===== src/rtl/sram_bist_pkg.sv =====
// Shared types, patterns and March C- element table for the SRAM BIST.
// Imported by sram_march_bist and sram_bist_chk.
package sram_bist_pkg;

   typedef logic [1:0] state_t;
   localparam state_t IDLE  = 2'd0;
   localparam state_t RUN   = 2'd1;
   localparam state_t DRAIN = 2'd2;
   localparam state_t DONE  = 2'd3;

   typedef logic [2:0] pat_t;
   localparam pat_t PAT_0 = 3'd0;
   localparam pat_t PAT_1 = 3'd1;
   localparam pat_t PAT_A = 3'd2;
   localparam pat_t PAT_B = 3'd3;
   localparam pat_t PAT_M = 3'd4;

   localparam logic [31:0] P0 = 32'h0000_0000;
   localparam logic [31:0] P1 = 32'hFFFF_FFFF;
   localparam logic [31:0] PA = 32'hA5A5_A5A5;
   localparam logic [31:0] PB = 32'h5A5A_5A5A;
   localparam logic [31:0] PM = 32'hA55A_A55A;

   // half = strobe 0101 (even bytes only), else all ones
   typedef struct packed {
      logic wr;
      pat_t pat;
      logic half;
   } op_t;

   localparam logic [2:0] EL_LAST = 3'd6;

   function automatic op_t mk_op(
      logic wr,
      pat_t pat,
      logic half
   );
      op_t o;
      o.wr   = wr;
      o.pat  = pat;
      o.half = half;
      return o;
   endfunction

   // Element table: op list indexed by element and op slot
   function automatic op_t el_op(
      logic [2:0] el,
      logic [1:0] idx
   );
      op_t o;
      o = mk_op(1'b0, PAT_0, 1'b0);
      case ({el, idx})
         5'b000_00: o = mk_op(1'b1, PAT_0, 1'b0);
         5'b001_00: o = mk_op(1'b0, PAT_0, 1'b0);
         5'b001_01: o = mk_op(1'b1, PAT_1, 1'b0);
         5'b010_00: o = mk_op(1'b0, PAT_1, 1'b0);
         5'b010_01: o = mk_op(1'b1, PAT_0, 1'b0);
         5'b011_00: o = mk_op(1'b0, PAT_0, 1'b0);
         5'b011_01: o = mk_op(1'b1, PAT_1, 1'b0);
         5'b100_00: o = mk_op(1'b0, PAT_1, 1'b0);
         5'b100_01: o = mk_op(1'b1, PAT_0, 1'b0);
         5'b101_00: o = mk_op(1'b0, PAT_0, 1'b0);
         5'b110_00: o = mk_op(1'b1, PAT_A, 1'b0);
         5'b110_01: o = mk_op(1'b1, PAT_B, 1'b1);
         5'b110_10: o = mk_op(1'b0, PAT_M, 1'b0);
         default:   o = mk_op(1'b0, PAT_0, 1'b0);
      endcase
      return o;
   endfunction

   // Index of the last op slot of an element (op count - 1)
   function automatic logic [1:0] el_last_op(logic [2:0] el);
      case (el)
         3'd1, 3'd2, 3'd3, 3'd4: return 2'd1;
         3'd6:                   return 2'd2;
         default:                return 2'd0;
      endcase
   endfunction

   function automatic logic el_down(logic [2:0] el);
      return (el == 3'd3) || (el == 3'd4);
   endfunction

   // One byte of a pattern; PM alternates PB/PA bytes from byte 0
   function automatic logic [7:0] pat_byte(
      pat_t p,
      logic odd
   );
      case (p)
         PAT_1:   return P1[7:0];
         PAT_A:   return PA[7:0];
         PAT_B:   return PB[7:0];
         PAT_M:   return odd ? PM[15:8] : PM[7:0];
         default: return P0[7:0];
      endcase
   endfunction

endpackage


===== src/rtl/sram_bist_chk.sv =====
// Read-check stage: registers expected data/address of a read, compares with
// io_q a cycle later, keeps saturating err_cnt and the first-fail capture.
// Ports: clock/reset, clr (new run), rd_vld/rd_adr/rd_exp (read issued now),
// io_q, mis (mismatch this cycle), err_cnt, fail_adr/fail_exp/fail_got.
module sram_bist_chk
   import sram_bist_pkg::*;
#(
   parameter int ADDR_W = 8,
   parameter int DATA_W = 32
) (
   input  logic              clock,
   input  logic              reset,
   input  logic              clr,
   input  logic              rd_vld,
   input  logic [ADDR_W-1:0] rd_adr,
   input  logic [DATA_W-1:0] rd_exp,
   input  logic [DATA_W-1:0] io_q,
   output logic              mis,
   output logic [15:0]       err_cnt,
   output logic [ADDR_W-1:0] fail_adr,
   output logic [DATA_W-1:0] fail_exp,
   output logic [DATA_W-1:0] fail_got
);

   logic              vld_q;
   logic [ADDR_W-1:0] adr_q;
   logic [DATA_W-1:0] exp_q;

   assign mis = vld_q && (io_q != exp_q);

   always_ff @(posedge clock) begin
      if (reset) begin
         vld_q    <= 1'b0;
         adr_q    <= '0;
         exp_q    <= '0;
         err_cnt  <= '0;
         fail_adr <= '0;
         fail_exp <= '0;
         fail_got <= '0;
      end else begin
         vld_q <= rd_vld;
         adr_q <= rd_adr;
         exp_q <= rd_exp;
         if (clr) begin
            err_cnt  <= '0;
            fail_adr <= '0;
            fail_exp <= '0;
            fail_got <= '0;
         end else if (mis) begin
            if (err_cnt != 16'hFFFF)
               err_cnt <= err_cnt + 1'b1;
            // err_cnt never returns to 0 mid-run, so this is the first error
            if (err_cnt == '0) begin
               fail_adr <= adr_q;
               fail_exp <= exp_q;
               fail_got <= io_q;
            end
         end
      end
   end

endmodule


===== src/rtl/sram_march_bist.sv =====
// March C- plus byte-strobe BIST initiator driving a single-port SRAM.
// Ports: clock/reset, start, busy/done/pass, err_cnt, fail_adr/exp/got,
// SRAM side io_cen/io_wen (active-low), io_adr, io_d, io_wstrb, io_q.
module sram_march_bist
   import sram_bist_pkg::*;
#(
   parameter int ADDR_W       = 8,
   parameter int DATA_W       = 32,
   parameter int STOP_ON_FAIL = 0
) (
   input  logic                clock,
   input  logic                reset,
   input  logic                start,
   output logic                busy,
   output logic                done,
   output logic                pass,
   output logic [15:0]         err_cnt,
   output logic [ADDR_W-1:0]   fail_adr,
   output logic [DATA_W-1:0]   fail_exp,
   output logic [DATA_W-1:0]   fail_got,
   output logic                io_cen,
   output logic                io_wen,
   output logic [ADDR_W-1:0]   io_adr,
   output logic [DATA_W-1:0]   io_d,
   output logic [DATA_W/8-1:0] io_wstrb,
   input  logic [DATA_W-1:0]   io_q
);

   localparam int NB = DATA_W / 8;
   localparam logic [ADDR_W-1:0] ADR_MAX = '1;

   state_t            state;
   logic [2:0]        el;
   logic [1:0]        oi;
   logic [ADDR_W-1:0] adr;

   op_t               op;
   logic [DATA_W-1:0] pat_w;
   logic [NB-1:0]     strb_w;
   logic              go;
   logic              run;
   logic              wr;
   logic              down;
   logic              last_op;
   logic              last_adr;
   logic              mis;

   assign go       = start && (state == IDLE || state == DONE);
   assign run      = state == RUN;
   assign op       = el_op(el, oi);
   assign wr       = run && op.wr;
   assign down     = el_down(el);
   assign last_op  = oi == el_last_op(el);
   assign last_adr = down ? (adr == '0) : (adr == ADR_MAX);

   always_comb begin
      pat_w  = '0;
      strb_w = '0;
      for (int b = 0; b < NB; b++) begin
         pat_w[8*b +: 8] = pat_byte(op.pat, b[0]);
         strb_w[b]       = !(op.half && b[0]);
      end
   end

   always_ff @(posedge clock) begin
      if (reset) begin
         state <= IDLE;
         el    <= '0;
         oi    <= '0;
         adr   <= '0;
      end else begin
         unique case (state)
            IDLE, DONE: begin
               if (go) begin
                  state <= RUN;
                  el    <= '0;
                  oi    <= '0;
                  adr   <= '0;
               end
            end
            RUN: begin
               if (STOP_ON_FAIL != 0 && mis) begin
                  state <= DRAIN;
               end else if (!last_op) begin
                  oi <= oi + 1'b1;
               end else begin
                  oi <= '0;
                  if (!last_adr)
                     adr <= down ? adr - 1'b1 : adr + 1'b1;
                  else if (el == EL_LAST)
                     state <= DRAIN;
                  else begin
                     // explicit wrap: next element picks its own start
                     el  <= el + 1'b1;
                     adr <= el_down(el + 1'b1) ? ADR_MAX : '0;
                  end
               end
            end
            DRAIN: state <= DONE;
            default: state <= IDLE;
         endcase
      end
   end

   assign io_cen   = !run;
   assign io_wen   = !wr;
   assign io_adr   = run ? adr : '0;
   assign io_d     = wr ? pat_w : '0;
   assign io_wstrb = wr ? strb_w : '0;

   assign busy = run || state == DRAIN;
   assign done = state == DONE;
   assign pass = done && err_cnt == '0;

   sram_bist_chk #(
      .ADDR_W (ADDR_W),
      .DATA_W (DATA_W)
   ) u_chk (
      .clock    (clock),
      .reset    (reset),
      .clr      (go),
      .rd_vld   (run && !op.wr),
      .rd_adr   (adr),
      .rd_exp   (pat_w),
      .io_q     (io_q),
      .mis      (mis),
      .err_cnt  (err_cnt),
      .fail_adr (fail_adr),
      .fail_exp (fail_exp),
      .fail_got (fail_got)
   );

endmodule


===== config.mk =====
export PLATFORM = sky130hd
export DESIGN_NAME = sram_march_bist
export DESIGN_NICKNAME = d
export VERILOG_FILES = /design/src/rtl/sram_bist_pkg.sv /design/src/rtl/sram_bist_chk.sv /design/src/rtl/sram_march_bist.sv
export SDC_FILE = /design/constraint.sdc
export NUM_CORES = 1
export LEC_CHECK = 0
export ABC_CLOCK_PERIOD_IN_PS = 6600
export BUFFER_PORTS_ARGS = -buffer_cell sky130_fd_sc_hd__buf_2
export CORE_UTILIZATION = 50
export CTS_CLUSTER_SIZE = 24
export DETAILED_ROUTE_END_ITERATION = 16
export GPL_TIMING_DRIVEN = 0
export PLACE_DENSITY = 0.75
export SETUP_SLACK_MARGIN = 0.3
export SLEW_MARGIN = 20
export SYNTH_ARGS = -nofsm -noshare
export SYNTH_HDL_FRONTEND = slang
export SYNTH_HIERARCHICAL = 1
export SYNTH_SLANG_ARGS = --single-unit

===== constraint.sdc =====
create_clock -name clock -period 6.6 [get_ports clock]
set_input_delay 0.33 -clock clock [delete_from_list [all_inputs] [get_ports clock]]
set_output_delay 0.33 -clock clock [all_outputs]
set_load 0.02 [all_outputs]

==> results.sh <==
export IMPL_status="finished clean"
export IMPL_syn_cell_area_mm2=0.006819
export IMPL_dp_hpwl_mm=11.87
export IMPL_vias_per_cell=5.101
export IMPL_clock_sinks=144
export IMPL_p_leak_nw=4.363
export IMPL_placementRows=42
export IMPL_dr_pass1_iters=5
export IMPL_clk_pin_slew_ns=0.06
export IMPL_cts_root_buf="clkbuf_16"
export IMPL_cts_hold_buf=0
export IMPL_clk_latency_ns=0.42
export IMPL_rsz0062_at_grt="no"
export IMPL_fmax_mhz=275.8
export IMPL_worstMarginPinSlew_ns=0.6483
export IMPL_final_cells=1094
export IMPL_ir_drop_v=0.0001959
export IMPL_cts_setup_buffers=0
export IMPL_min_period_ns=3.626
export IMPL_antenna_found_initial=0
export IMPL_fp_dieArea_mm2=0.01411
export IMPL_numCtsBuffers=17
export IMPL_syn_avg_cell_area_um2=9.524
export IMPL_grt_ovfl_total=0
export IMPL_critPathRequiredTime_ns=6.27
export IMPL_area_growth_pct=24.24
export IMPL_cap_violations=0
export IMPL_cp_cell_sequence="inv_1, ha_1, mux2i_1, mux2_2, o21ai_1, mux2_1, a221o_1, nor2b_1, buf_4, buf_2"
export IMPL_power_density_mw_per_mm2=255.7
export IMPL_worstSetupPathType="reg2out"
export IMPL_slew_headroom_pct=56.49
export IMPL_die_w_um=118.8
export IMPL_gp_congestion=0.8803
export IMPL_syn_nets=772
export IMPL_cts_tree="built"
export IMPL_antenna_cells=0
export IMPL_setup_violations=0
export IMPL_drive_above_1_share_pct=28.00
export IMPL_hp_class="in2reg"
export IMPL_nets=962
export IMPL_start_util_pct=51.29
export IMPL_first_global_vias=5114
export IMPL_endpoint_kind="output port"
export IMPL_path_max_fanout=10
export IMPL_drv_slew=0
export IMPL_num_vias=5580
export IMPL_start_kind="flip-flop"
export IMPL_ios=172
export IMPL_critPathMaxStageDelay_ns=0.52
export IMPL_ctsResizeCount=0
export IMPL_final_cell_area_mm2=0.008472
export IMPL_finalClockSkew_ns=0.006625
export IMPL_wl_mm=16.08
export IMPL_coreArea_mm2=0.01330
export IMPL_wire_per_inst_um=14.69
export IMPL_grtUsageTotal_pct=23.18
export IMPL_portBuffers=171
export IMPL_hold_violations=0
export IMPL_yosysWarnings=6
export IMPL_crit_slowest_cell="nor2b_1"
export IMPL_drc=0
export IMPL_synth_cells=716
export IMPL_antenna_left=0
export IMPL_cp_arrival_ns=3.30
export IMPL_dp_cells=1063
export IMPL_finalSetupTns_ns=0
export IMPL_grt_pass1_wl_mm=25.67
export IMPL_h_tree_depth=4
export IMPL_initialDrtViolationCount=296
export IMPL_cts_buffer_depth=2
export IMPL_post_route_period_util_pct=54.94
export IMPL_dieHeight_um=118.8
export IMPL_grt_start_max_net_pins=17
export IMPL_dpl_cell_area_mm2=0.007895
==> where the power goes <==
| group | switching [mW] | total [mW] | internal (mW) |
|---|---|---|---|
| clock | 0.364 | 0.930 | 0.566 |
| sequential | 0.0132 | 0.892 | 0.879 |
| combinational | 0.239 | 0.345 | 0.106 |
==> flip-flops by register name, indices dropped and copies added (netlist names), 3 cells and up <==
signal and count:
u_chk/fail_adr 8, u_chk/adr_q 8, u_chk/fail_exp 32, u_chk/err_cnt 16, el 3, adr 8
u_chk/exp_q 32, u_chk/fail_got 32
==> worst max-delay path: cells and delay by family, from the launching register on <==
family	cells	cell delay, ns
adders and majority gates	1	0.22
AOI/OAI and AO/OA	2	0.67
buffers and inverters	3	0.51
muxes	3	0.57
and+or+nand+nor	1	0.52
DFF	1	0.39
==> through the flow <==
stage / utilization (%) / hold WS, ns / total power, mW / worst slack, ns
final: 63.72 / 0.1631 / 2.167 / 2.974
after global routing: 63.72 / 0.1665 / 2.259 / 2.697
after CTS: 63.72 / 0.1508 / 2.181 / 2.917
after detailed placement: 59.38 / 0.4509 / 1.251 / 3.386
after global placement: 59.38 / 0.4429 / 1.251 / 3.443
after floorplan: - / 0.4365 / 1.141 / 3.824
==> final timing paths <==
kind,from,depth (start not counted),to,slack (ns)
worst max-delay path,oi[1],10,io_d[29],2.97
worst min-delay path,io_q[17],3,u_chk/fail_got[17],0.16
worst min register to register,u_chk/adr_q[3],2,u_chk/fail_adr[3],0.46
worst max register to register,el[0],10,adr[6],3.80
==> final cells by class <==
cell class                 count  area (um2)
sequential                   144        2883
timing repair buffer         171       855.8
tap                          176       220.2
clock buffer                  19       442.9
fill                        1110        4823
inverter                      21       78.83
buffer                        62       485.5
multi-input combinational    489        3372
clock inverter                12       133.9
==> routing by layer <==
| metal | vias to the layer above | share of wire (%) | global-route usage [%] |
|---|---|---|---|
| li1 | 2814 | - | - |
| met1 | 2602 | 46 | 29.04 |
| met2 | 143 | 49 | 39.73 |
| met3 | 21 | 4.0 | 4.102 |
| met4 | 0 | 1.4 | 8.386 |
| met5 | - | 0 | 0 |
==> placed cells by master (no fill, tap or decap), drive strengths merged, types with 7 or more instances in the layout <==
cell type / instances
buf: 214
nor4: 16
o31ai: 7
clkbuf: 38
dfxtp: 144
nor3: 11
nand2: 33
xor2: 33
nand4: 11
nor2b: 47
nor2: 99
inv: 24
nand3: 12
or3: 8
and2: 10
ha: 20
mux2i: 85
a21oi: 17
o21ai: 12
No activity file was read; power rests on OpenSTA's default activity.
